$ cat src/rtl/rps_pkg.sv
// rps_pkg: shared move/verdict encodings and match FSM states
package rps_pkg;

  localparam logic [1:0] STONE    = 2'b00;
  localparam logic [1:0] PAPER    = 2'b01;
  localparam logic [1:0] SCISSORS = 2'b10;
  localparam logic [1:0] MOVE_INV = 2'b11;

  localparam logic [1:0] RES_TIE = 2'b00;
  localparam logic [1:0] RES_P1  = 2'b01;
  localparam logic [1:0] RES_P2  = 2'b10;
  localparam logic [1:0] RES_INV = 2'b11;

  typedef enum logic [2:0] {
    IDLE    = 3'd0,
    COLLECT = 3'd1,
    JUDGE   = 3'd2,
    SHOW    = 3'd3,
    DONE    = 3'd4
  } state_e;

  // saturating 4-bit increment used for the round counter
  function automatic logic [3:0] sat_inc4(input logic [3:0] v);
    return (v == 4'hF) ? v : v + 4'd1;
  endfunction

endpackage

$ cat src/rtl/rps_lock_latch.sv
// rps_lock_latch: per-player hidden move capture with a sticky lock flag
module rps_lock_latch
  import rps_pkg::*;
(
  input  logic       clk,
  input  logic       rst_n,
  input  logic       en_i,
  input  logic       clr_i,
  input  logic       lock_i,
  input  logic [1:0] move_i,
  output logic [1:0] move_o,
  output logic       locked_o
);

  logic [1:0] move_q;
  logic       locked_q;

  // first lock of a round wins; clear wipes the move so it stays hidden
  always_ff @(posedge clk or negedge rst_n) begin
    if (!rst_n) begin
      move_q   <= STONE;
      locked_q <= 1'b0;
    end else if (en_i) begin
      if (clr_i) begin
        move_q   <= STONE;
        locked_q <= 1'b0;
      end else if (lock_i && !locked_q) begin
        move_q   <= move_i;
        locked_q <= 1'b1;
      end
    end
  end

  assign move_o   = move_q;
  assign locked_o = locked_q;

endmodule

$ cat src/rtl/rps_match_controller.sv
// rps_match_controller: best-of-N match sequencer driving the judge core
module rps_match_controller
  import rps_pkg::*;
#(
  parameter int ROUNDS_TO_WIN = 2,
  parameter int JUDGE_LAT     = 2,
  parameter int SHOW_CYCLES   = 4
) (
  input  logic       clk,
  input  logic       rst_n,
  input  logic       ena,
  input  logic       new_match,
  input  logic [1:0] p1_move,
  input  logic       p1_lock,
  input  logic [1:0] p2_move,
  input  logic       p2_lock,
  output logic [1:0] judge_p1,
  output logic [1:0] judge_p2,
  output logic       judge_start,
  input  logic [1:0] judge_result,
  output logic       round_valid,
  output logic [1:0] round_result,
  output logic [3:0] p1_score,
  output logic [3:0] p2_score,
  output logic [3:0] round_count,
  output logic       match_done,
  output logic [1:0] match_winner,
  output logic [2:0] state_dbg
);

  localparam logic [3:0] WIN_SCORE = 4'(ROUNDS_TO_WIN);
  localparam logic [3:0] JUDGE_END = 4'(JUDGE_LAT);
  localparam logic [3:0] SHOW_END  = 4'(SHOW_CYCLES - 1);

  state_e     state_q;
  logic [3:0] cnt_q;
  logic       judge_start_q;
  logic       round_valid_q;
  logic [1:0] round_result_q;
  logic [3:0] p1_score_q, p1_score_d;
  logic [3:0] p2_score_q, p2_score_d;
  logic [3:0] round_count_q, round_count_d;
  logic       match_done_q;
  logic [1:0] match_winner_q;
  logic       lock1, lock2;
  logic       in_collect, show_end, clr_locks;

  assign in_collect = state_q == COLLECT;
  assign show_end   = state_q == SHOW && cnt_q == SHOW_END;
  assign clr_locks  = new_match | show_end;

  rps_lock_latch u_p1_latch (
    .clk      (clk),
    .rst_n    (rst_n),
    .en_i     (ena),
    .clr_i    (clr_locks),
    .lock_i   (p1_lock & in_collect),
    .move_i   (p1_move),
    .move_o   (judge_p1),
    .locked_o (lock1)
  );

  rps_lock_latch u_p2_latch (
    .clk      (clk),
    .rst_n    (rst_n),
    .en_i     (ena),
    .clr_i    (clr_locks),
    .lock_i   (p2_lock & in_collect),
    .move_i   (p2_move),
    .move_o   (judge_p2),
    .locked_o (lock2)
  );

  // score updates from the incoming verdict; invalid rounds are void
  always_comb begin
    p1_score_d    = p1_score_q + 4'(judge_result == RES_P1);
    p2_score_d    = p2_score_q + 4'(judge_result == RES_P2);
    round_count_d = (judge_result != RES_INV) ? sat_inc4(round_count_q) : round_count_q;
  end

  // match FSM with registered outputs; new_match overrides everything
  always_ff @(posedge clk or negedge rst_n) begin
    if (!rst_n) begin
      state_q        <= IDLE;
      cnt_q          <= 4'd0;
      judge_start_q  <= 1'b0;
      round_valid_q  <= 1'b0;
      round_result_q <= RES_TIE;
      p1_score_q     <= 4'd0;
      p2_score_q     <= 4'd0;
      round_count_q  <= 4'd0;
      match_done_q   <= 1'b0;
      match_winner_q <= RES_TIE;
    end else if (ena) begin
      judge_start_q <= 1'b0;
      if (new_match) begin
        state_q        <= COLLECT;
        cnt_q          <= 4'd0;
        round_valid_q  <= 1'b0;
        p1_score_q     <= 4'd0;
        p2_score_q     <= 4'd0;
        round_count_q  <= 4'd0;
        match_done_q   <= 1'b0;
        match_winner_q <= RES_TIE;
      end else begin
        case (state_q)
          IDLE: ;
          COLLECT: begin
            if (lock1 && lock2) begin
              state_q       <= JUDGE;
              judge_start_q <= 1'b1;
              cnt_q         <= 4'd0;
            end
          end
          JUDGE: begin
            if (cnt_q == JUDGE_END) begin
              state_q        <= SHOW;
              cnt_q          <= 4'd0;
              round_result_q <= judge_result;
              round_valid_q  <= 1'b1;
              p1_score_q     <= p1_score_d;
              p2_score_q     <= p2_score_d;
              round_count_q  <= round_count_d;
            end else begin
              cnt_q <= cnt_q + 4'd1;
            end
          end
          SHOW: begin
            if (show_end) begin
              cnt_q         <= 4'd0;
              round_valid_q <= 1'b0;
              if (p1_score_q == WIN_SCORE || p2_score_q == WIN_SCORE) begin
                state_q        <= DONE;
                match_done_q   <= 1'b1;
                match_winner_q <= (p1_score_q == WIN_SCORE) ? RES_P1 : RES_P2;
              end else begin
                state_q <= COLLECT;
              end
            end else begin
              cnt_q <= cnt_q + 4'd1;
            end
          end
          DONE: ;
          default: state_q <= IDLE;
        endcase
      end
    end
  end

  assign judge_start  = judge_start_q;
  assign round_valid  = round_valid_q;
  assign round_result = round_result_q;
  assign p1_score     = p1_score_q;
  assign p2_score     = p2_score_q;
  assign round_count  = round_count_q;
  assign match_done   = match_done_q;
  assign match_winner = match_winner_q;
  assign state_dbg    = state_q;

endmodule

$ cat config.mk
export PLATFORM = sky130hd
export DESIGN_NAME = rps_match_controller
export DESIGN_NICKNAME = d
export VERILOG_FILES = /design/src/rtl/rps_pkg.sv /design/src/rtl/rps_lock_latch.sv /design/src/rtl/rps_match_controller.sv
export SDC_FILE = /design/constraint.sdc
export NUM_CORES = 1
export LEC_CHECK = 0
export ABC_AREA = 1
export BUFFER_PORTS_ARGS = -buffer_cell sky130_fd_sc_hd__buf_2
export CORE_MARGIN = 2
export CORE_UTILIZATION = 25
export CTS_BUF_LIST = sky130_fd_sc_hd__clkbuf_8
export CTS_CLUSTER_SIZE = 16
export DETAILED_ROUTE_END_ITERATION = 10
export HOLD_SLACK_MARGIN = 0.08
export PLACE_DENSITY = 0.55
export SYNTH_ARGS = -nofsm -noshare
export SYNTH_HDL_FRONTEND = slang
export SYNTH_HIERARCHICAL = 1
export SYNTH_SLANG_ARGS = --single-unit
export TNS_END_PERCENT = 10
$ cat constraint.sdc
create_clock -name clk -period 1.65 [get_ports clk]
set_input_delay 0.0825 -clock clk [delete_from_list [all_inputs] [get_ports clk]]
set_output_delay 0.0825 -clock clk [all_outputs]
set_load 0.01 [all_outputs]
* Word level (Yosys, flattened, before mapping)
Cells that the tools add are included.
** Word-level totals
- Bits in registers :: 32
- Latch bits :: 0
- RAM bits :: 0
- Memory bits (read-only) :: 0
- Input port bits :: 12
- Output and inout port bits :: 26
- Word-level logic and storage cells :: 113
- Memories :: 0
** Operators by class
- $add $sub $neg :: 4
- $mul :: 0
- Divide/modulo/power cells :: 0
- Order comparisons :: 0
- Eq/ne operators :: 17
- Shift-type cells :: 0
- Multiplexer cells :: 46
- Bitwise gates (word level) :: 4
- Reduce and logical (&&, ||, !) cells :: 28
** Operator list (count)
- 4-bit 2-to-1 mux :: 15
- 2-bit 2-to-1 mux :: 9
- 4-bit by 2-bit equality test with 1-bit output, second input constant :: 4
- 2-bit nonzero test :: 8
- 3-bit 2-to-1 mux :: 5
- 1-bit 2-to-1 mux :: 14
- 3-bit one-hot mux with 4 select lines :: 1
- 4-bit one-hot mux with 3 select lines :: 1
- 4-bit AND reduction :: 3
- 5-bit AND reduction :: 2
- 4-bit by 1-bit adder with 4-bit output :: 2
- 4-bit by 1-bit adder with 4-bit output, second input constant :: 2
- 3-bit by 2-bit equality test with 1-bit output, second input constant :: 2
- 3-bit inequality test, second input constant :: 2
- 3-bit AND reduction :: 2
- 4-bit equality test, second input constant :: 1
- 1-bit logical AND :: 4
- 2-bit inequality test, second input constant :: 2
- 2-bit AND reduction :: 2
- 4-bit nonzero test :: 1
- 3-bit by 1-bit equality test with 1-bit output, second input constant :: 1
- 3-bit equality test, second input constant :: 1
- 3-bit logical NOT :: 1
- 3-bit by 2-bit inequality test with 1-bit output, second input constant :: 1
- other kinds (11) :: 13

* Depth between registers and ports, before layout
Gate-level depths: netlist of run 1.
- Word-level depth :: 6
- Mapped depth :: 10
- Depth with buffers taken out :: 10

* Modules after synthesis
The synthesis of run 1 kept the hierarchy.
** By module, submodules not included
- rps_match_controller :: times used 1, cells an instance 202, area each 1587.8 µm², seq. area each 650.6 µm²
- rps_lock_latch :: times used 2, cells an instance 19, area each 141.4 µm², seq. area each 75.1 µm²

* Least setup slack after synthesis of run 1
No wires, ideal clock.
- Kind :: register to register
- Start :: reg cnt_q[0]
- End :: reg u_p1_latch.move_q[0] (netlist: u_p1_latch/move_o[0])
- Setup time :: 0.066 ns
- Data arrival time :: 1.280 ns
- Required time :: 1.584 ns
- Setup slack :: 0.305 ns
- Stages on the path, launching flop included :: 11
- Path buffers :: 0
- Period minus slack after synthesis :: 1.345 ns
- Cell sequence :: dfrtp_1 ha_1 nand2_1 nor2_1 nor2_1 inv_1 inv_1 nand2_1 nand2_1 nand2_1 nand2_1
** On the way
- Longest elaborated chain between the ends :: 5
- Elaborated cells between the ends (all ways) :: 6
- Classes of those cells :: eq/ne (1); mux (1); bitwise (1); reduce/logical (3)
** Ends and longest elaborated chain
- from (decl) :: line rps_match_controller.sv:36 : logic [3:0] cnt_q;
- from (signal assigned) :: line rps_match_controller.sv:125 : cnt_q <= cnt_q + 4'd1;
- from (signal assigned) :: line rps_match_controller.sv:140 : cnt_q <= cnt_q + 4'd1;
- 4-bit by 2-bit equality test with 1-bit output * :: line rps_match_controller.sv:49 : assign show_end = state_q == SHOW && cnt_q == SHOW_END;
- 1-bit logical AND * :: line rps_match_controller.sv:49
- 1-bit bitwise OR * :: line rps_match_controller.sv:50 : assign clr_locks = new_match | show_end;
- via clr_locks :: line rps_match_controller.sv:46 : logic in_collect, show_end, clr_locks;
- 2-bit nonzero test (no line)
- 2-bit AND reduction (no line)
- to (signal assigned) :: line rps_lock_latch.sv:28 : move_q <= move_i;
- to (decl) :: line rps_lock_latch.sv:15 : logic [1:0] move_q;
Mark *: on every way through the listed nets, which the timed path passes. The rest lies on a longest branch.
A chain may end at the register's enable or synchronous reset.

* Final worst setup path of run 1
- Start :: reg cnt_q[1]
- End :: reg u_p2_latch.locked_q (netlist: u_p2_latch/locked_o)
** On the way
- Longest elaborated chain between the ends :: 5
- Elaborated cells between the ends (all ways) :: 6
- Classes of those cells :: eq/ne (1); mux (1); bitwise (1); reduce/logical (3)
** Ends and longest elaborated chain
- 4-bit by 2-bit equality test with 1-bit output * :: line rps_match_controller.sv:49
- 1-bit logical AND * :: line rps_match_controller.sv:49
- 1-bit bitwise OR * :: line rps_match_controller.sv:50
- via clr_locks :: line rps_match_controller.sv:46
- 2-bit nonzero test (no line)
- 2-bit AND reduction (no line)
- to (signal assigned) :: line rps_lock_latch.sv:22 : locked_q <= 1'b0;
- to (signal assigned) :: line rps_lock_latch.sv:26 : locked_q <= 1'b0;
- to (signal assigned) :: line rps_lock_latch.sv:29 : locked_q <= 1'b1;
- to (decl) :: line rps_lock_latch.sv:16 : logic locked_q;
Marked as above.

==> flow_metrics.py, run 1 <==
metrics = {
    "clock_network": {
        "path_clk_slew_ns": 0.07,
        "htree_levels": 2,
        "root_buffer": "clkbuf_8",
        "cts_tree": "yes",
        "cts.sinks": 32,
        "insertion_delay_ns": 0.29,
        "clockBufferDepth": 2,
        "cts_buffers": 5,
    },
    "worst_setup_path": {
        "critPathCaptureType": "register",
        "required_ns": 1.87,
        "timing.rr.start": "cnt_q[1]",
        "cp.arrival_ns": 1.71,
        "crit_path_max_fanout": 5,
        "start_kind": "register",
        "rr_endpoint": "u_p2_latch/locked_o",
        "rrSetupSlack_ns": 0.17,
        "path_class": "reg2reg",
        "rr_worst_depth": 10,
    },
    "timing": {
        "rsz0062_at_grt": "false",
        "finClkSkew_ns": 0.00662,
        "slew_viol_final": 0,
        "finalCritPeriodShare_pct": 89.9,
        "timing.hold.ws_ns": 0.0963,
        "fin_tns_setup_ns": 0,
        "fmax_mhz": 674,
        "final_hold_viol_count": 0,
        "period_needed_ns": 1.48,
        "finalSetupViolCount": 0,
        "max_slew.worst_pin.slew_ns": 0.736,
        "setup_slack_ns": 0.166,
        "max-slew-margin-rel_pct": 50.9,
    },
    "detailed_routing": {
        "wl_per_cell_um": 11.3,
        "postRouteAntennaNets": 0,
        "vias": 1700,
        "dr.pass1.iters": 4,
        "avgViaCountPerCell": 4.35,
        "drt-total-wl_um": 4410,
        "drc": 0,
        "drt_iter0_drc": 52,
    },
    "worst_hold_path": {
        "hold_end": "round_result[0]",
        "hold_class": "in2reg",
        "whs_path_depth": 3,
        "hp-start": "judge_result[0]",
    },
    "logic_synthesis": {
        "yosysUniqueCellTypes": 28,
        "synth_warnings": 6,
        "syn_inst": 240,
        "synth_edf_count": 0,
        "yosysTopAreaCell": "dfrtp_1",
        "synthTopCellsByArea": "dfrtp_1 (43%), nand2_1 (15%), nand3_1 (8.6%), inv_1 (4.8%), ha_1 (4.7%)",
        "avgSynthCellArea_um2": 7.79,
        "syn-num-nets": 259,
        "synth_top_cell_area_share_pct": 42.8,
        "seq_area_frac_synth_pct": 42.8,
        "netlist_area_um2": 1870,
        "synth_ff_type": "dfrtp_1",
        "synth_seq_cells": 32,
        "async_flop_share_pct": 100,
    },
    "grt": {
        "grt_max_degree": 33,
        "grt_usage_pct": 11.4,
        "grt_pass1_wl_um": 7560,
        "grt_pass1_vias": 1659,
        "antenna_found_initial": 0,
        "grt.overflow.total": 0,
    },
    "placed_design": {
        "gp_congestion": 0.757,
        "post-place-ws_ns": 0.169,
        "hpwlAfterDp_um": 3300,
        "portBuffers": 37,
    },
    "die": {
        "core_area_um2": 7250,
        "rows": 31,
        "initial_core_util_pct": 25.8,
        "die_w_um": 90.5,
        "die-area_um2": 8190,
        "io_pins": 38,
        "die_y_um": 90.5,
    },
    "pwr": {
        "powerDensity_nw_per_um2": 976,
        "p_leak_nw": 1.28,
        "peakVddDrop_mv": 0.283,
    },
    "layout": {
        "n_antenna_cell": 0,
        "drive_gt1_share_pct": 25.0,
        "fin_nets": 311,
        "area_growth_pct": 25.6,
    },
    "run": {
        "maxCapViolCount": 0,
    },
    "run_status": {
        "outcome": "finished clean",
    },
}
## sequential cells by signal (all words and copies together), names as in the netlist, 3 cells and up
name / count
cnt_q: 4
p1_score: 4
p2_score: 4
round_count: 4
state_dbg: 3
## final cells by class
cell class,instances,area (µm²)
Fill cell,790,4900
Multi-Input combinational cell,178,951
Sequential cell,32,801
Timing Repair Buffer,47,273
Tap cell,99,124
Inverter,28,105
Clock buffer,7,96.3
## where the power goes
group	internal (W)	leakage, nW	switching, W
Combinational	0.000240	0.792	0.000427
Clock	0.000372	0.0503	0.000304
Sequential	0.000865	0.439	0.0000852
## placed cells by master (no fill, tap or decap), types with 4 or more instances in the layout
| master | n |
|---|---|
| xor2_1 | 4 |
| o21ai_2 | 5 |
| clkbuf_8 | 7 |
| dfrtp_1 | 32 |
| inv_1 | 24 |
| nand3_1 | 32 |
| o21ai_0 | 4 |
| ha_1 | 7 |
| nand4_1 | 5 |
| nor2_1 | 20 |
| nand2_1 | 76 |
| dlygate4sd3_1 | 5 |
| buf_2 | 37 |
| nand2_2 | 5 |
| buf_4 | 5 |
## logic make-up after synthesis
kind of cell / count (synthesis) / synth area share, %
and+or+nand+nor: 149 / 36.9
DFF: 32 / 42.8
buffers and inverters: 30 / 6.49
AOI/OAI and AO/OA: 16 / 6.35
adders and majority gates: 7 / 4.68
xor gates and xnor gates: 6 / 2.81
## cell usage after synthesis (3+ instances only)
cell and number:
nand3_1 32, o21ai_0 4, dfrtp_1 32, nand4_1 5, nor2_2 3, ha_1 7, inv_1 24, xor2_1 4
nand2_2 4, nor2_1 20, o21ai_2 5, nand2_1 77, inv_2 3
## worst max-delay path, cell delays in order (launching register included)
cell and delay (ns):
dfrtp_1 0.42, ha_1 0.23, nand2_2 0.11, nor2_1 0.05
nor2_1 0.16, inv_1 0.08, inv_1 0.11, nand2_1 0.06
nand2_1 0.09, nand2_1 0.06, nand2_1 0.05
## how the worst max path moves through the flow
stage	from	endpoint	slack, ns	depth (start not counted)
final	cnt_q[1]	u_p2_latch/locked_o	0.17	10
after global routing	cnt_q[1]	u_p1_latch/move_o[1]	0.02	10
after CTS	cnt_q[0]	u_p2_latch/locked_o	0.15	10
after detailed placement	cnt_q[0]	u_p2_latch/locked_o	0.17	10
after global placement	cnt_q[0]	round_count[1]	0.20	9
after floorplan	cnt_q[0]	u_p1_latch/move_o[0]	0.30	10
## per-stage QoR
step / instances / area, µm² / utilization (%) / power [W]
finish: 391 / 2350 / 32.4 / 0.00229
global route: 391 / 2350 / 32.4 / 0.00247
CTS: 390 / 2340 / 32.3 / 0.00232
detailed placement: 378 / 2190 / 30.2 / 0.00162
global placement: 378 / 2190 / 30.2 / 0.00161
floorplan: 240 / 1870 / - / 0.00140
## layer usage
layer | vias up | wire length (µm) | global-route usage, %
li1 | 872 | - | -
met1 | 796 | 2070 | 14.0
met2 | 27 | 2140 | 19.3
met3 | 5 | 147 | 3.26
met4 | 0 | 51 | 3.85
met5 | - | 0 | 0
## timing repair
item                                    in CTS  in global routing
hold buffers                                 5                  0
resized for setup                            0                  1
endpoints found under the hold margin       36                  0
setup buffers                                0                  1
endpoints found under the setup margin       0                  6
No activity file was read; power rests on OpenSTA's default activity.
==> run 2: changes to the inputs <==
--- a/config.mk
+++ b/config.mk
@@ -14,6 +14,7 @@
 export DETAILED_ROUTE_END_ITERATION = 10
 export HOLD_SLACK_MARGIN = 0.08
 export PLACE_DENSITY = 0.55
+export SETUP_SLACK_MARGIN = 0.5
 export SYNTH_ARGS = -nofsm -noshare
 export SYNTH_HDL_FRONTEND = slang
 export SYNTH_HIERARCHICAL = 1
==> run 2 against run 1 <==
Effect of this change: routed wire length increased by 10%; flip-flop and latch count unchanged; via count increased by 6.9%; core utilization increased by 3.0 points; clock power decreased by 5.6%; sequential power increased by 2.3%; clock-buffer cell count decreased by 1; worst setup slack improved by 0.058 ns; final area increased by 9.3%; highest routed layer unchanged; clock skew increased by 0.0027 ns; power increased by 4.2%; first-iteration DRC count increased by 3.8%.
==> flow_metrics.py, run 2 (synthesized netlist as in run 1, its figures left out) <==
metrics = {
    "layout": {
        "n_antenna_cell": 0,
        "layout.cells.non_filler": 405,
        "final_cell_mix": "nand2_1 (67), buf_2 (37), nand3_1 (31)",
        "final_common_cell": "nand2_1",
        "fin_nets": 324,
        "drive_gt1_share_pct": 38.2,
        "area_growth_pct": 37.3,
    },
    "detailed_routing": {
        "drc": 0,
        "dr.pass1.iters": 4,
        "drt-total-wl_um": 4870,
        "vias": 1818,
        "drt_iter0_drc": 54,
        "avgViaCountPerCell": 4.49,
        "wl_per_cell_um": 12.0,
        "postRouteAntennaNets": 0,
    },
    "grt": {
        "grt_pass1_wl_um": 7980,
        "grt_pass1_vias": 1702,
        "antenna_found_initial": 0,
        "grt_usage_pct": 12.2,
        "grt.overflow.total": 0,
        "grt_max_degree": 33,
    },
    "placed_design": {
        "dp.cells": 376,
        "post-place-ws_ns": 0.210,
        "gp_congestion": 0.780,
        "portBuffers": 37,
        "hpwlAfterDp_um": 3310,
    },
    "clock_network": {
        "cts.sinks": 32,
        "cts_tree": "yes",
        "cts_buffers": 5,
        "root_buffer": "clkbuf_8",
        "clockBufferDepth": 2,
        "path_clk_slew_ns": 0.07,
        "htree_levels": 2,
        "insertion_delay_ns": 0.29,
    },
    "worst_setup_path": {
        "timing.rr.start": "state_dbg[2]",
        "path_buf_inv": 2,
        "rr_worst_depth": 7,
        "worst_path_max_delay_cell": "dfrtp_2",
        "cp.arrival_ns": 1.59,
        "crit_path_max_fanout": 5,
        "start_kind": "register",
        "cp_num_cells": 7,
        "required_ns": 1.82,
        "critPathCaptureType": "register",
        "path_class": "reg2reg",
        "path_delay_family": "simple AND/OR/NAND/NOR gates",
        "rrSetupSlack_ns": 0.22,
        "slowest_delay_ns": 0.47,
        "rr_endpoint": "p1_score[2]",
        "crit_chain": "inv_2, nand2_2, nor2_4, nand3b_4, buf_4, nand3_1, o21ai_0",
    },
    "timing": {
        "fmax_mhz": 702,
        "setup_slack_ns": 0.225,
        "max_slew.worst_pin.slew_ns": 0.751,
        "rsz0062_at_grt": "true",
        "fin_tns_setup_ns": 0,
        "finalSetupViolCount": 0,
        "max-slew-margin-rel_pct": 49.9,
        "timing.hold.ws_ns": 0.101,
        "period_needed_ns": 1.43,
        "finalCritPeriodShare_pct": 86.4,
        "slew_viol_final": 0,
        "final_hold_viol_count": 0,
        "finClkSkew_ns": 0.00933,
    },
    "pwr": {
        "p_leak_nw": 1.35,
        "peakVddDrop_mv": 0.358,
        "powerDensity_nw_per_um2": 930,
    },
    "die": {
        "die_w_um": 90.5,
        "die-area_um2": 8190,
        "rows": 31,
        "die_y_um": 90.5,
        "core_area_um2": 7250,
        "initial_core_util_pct": 25.8,
        "io_pins": 38,
    },
    "worst_hold_path": {
        "hold_class": "in2reg",
        "hold_end": "round_result[0]",
        "whs_path_depth": 3,
        "hp-start": "judge_result[0]",
    },
    "run": {
        "maxCapViolCount": 0,
    },
    "run_status": {
        "outcome": "finished clean",
    },
}
run 2: area by class of cell:
type,instances,area (µm²)
multi-input combinational,178,1040
timing repair buffer,60,400
clock buffer,6,82.6
tap,99,124
inverter,28,105
clock inverter,2,10.0
sequential,32,807
fill,780,4690
run 2: worst reg2reg max path, delay by kind of cell (launching register included):
kind | cells | cell delay [ns]
buffers and inverters | 2 | 0.26
AOI/OAI and AO/OA | 1 | 0.08
DFF | 1 | 0.47
and+or+nand+nor | 4 | 0.48
run 2: per-stage QoR:
| step | instance area, µm² | power [W] | utilization, % |
|---|---|---|---|
| after floorplan | 1880 | 0.00140 | - |
| after global placement | 2190 | 0.00159 | 30.2 |
| after detailed placement | 2190 | 0.00160 | 30.2 |
| after CTS | 2410 | 0.00233 | 33.3 |
| after global routing | 2570 | 0.00255 | 35.4 |
| final | 2570 | 0.00239 | 35.4 |
run 2: power by group:
group	switching, W	total (W)	internal (W)
logic	0.000479	0.000779	0.000300
clock network	0.000305	0.000638	0.000333
registers	0.000102	0.000972	0.000870
total	0.000886	0.00239	0.00150
run 2: timing repair:
item,4_1_cts,5_1_grt
hold buffers,5,0
pin swaps,9,9
buffers inserted,8,7
endpoints found under the setup margin,31,31
hold endpoints to repair,36,0
resized for setup,11,22
gates cloned,0,1
run 2: metal layers:
metal  vias to the layer above  track usage, %  wire (µm)
li1                        900               -          -
met1                       871            15.3       2230
met2                        38            20.4       2330
met3                         9            3.17        223
met4                         0            4.23         93
met5                         -               0          0
run 2: how the worst max path moves through the flow:
stage                       from              endpoint
global placement    state_dbg[0]  u_p1_latch/move_o[0]
global route        state_dbg[2]           p1_score[2]
floorplan               cnt_q[0]  u_p1_latch/move_o[0]
finish              state_dbg[2]           p1_score[2]
CTS                 state_dbg[2]        round_count[3]
detailed placement  state_dbg[0]  u_p1_latch/move_o[1]
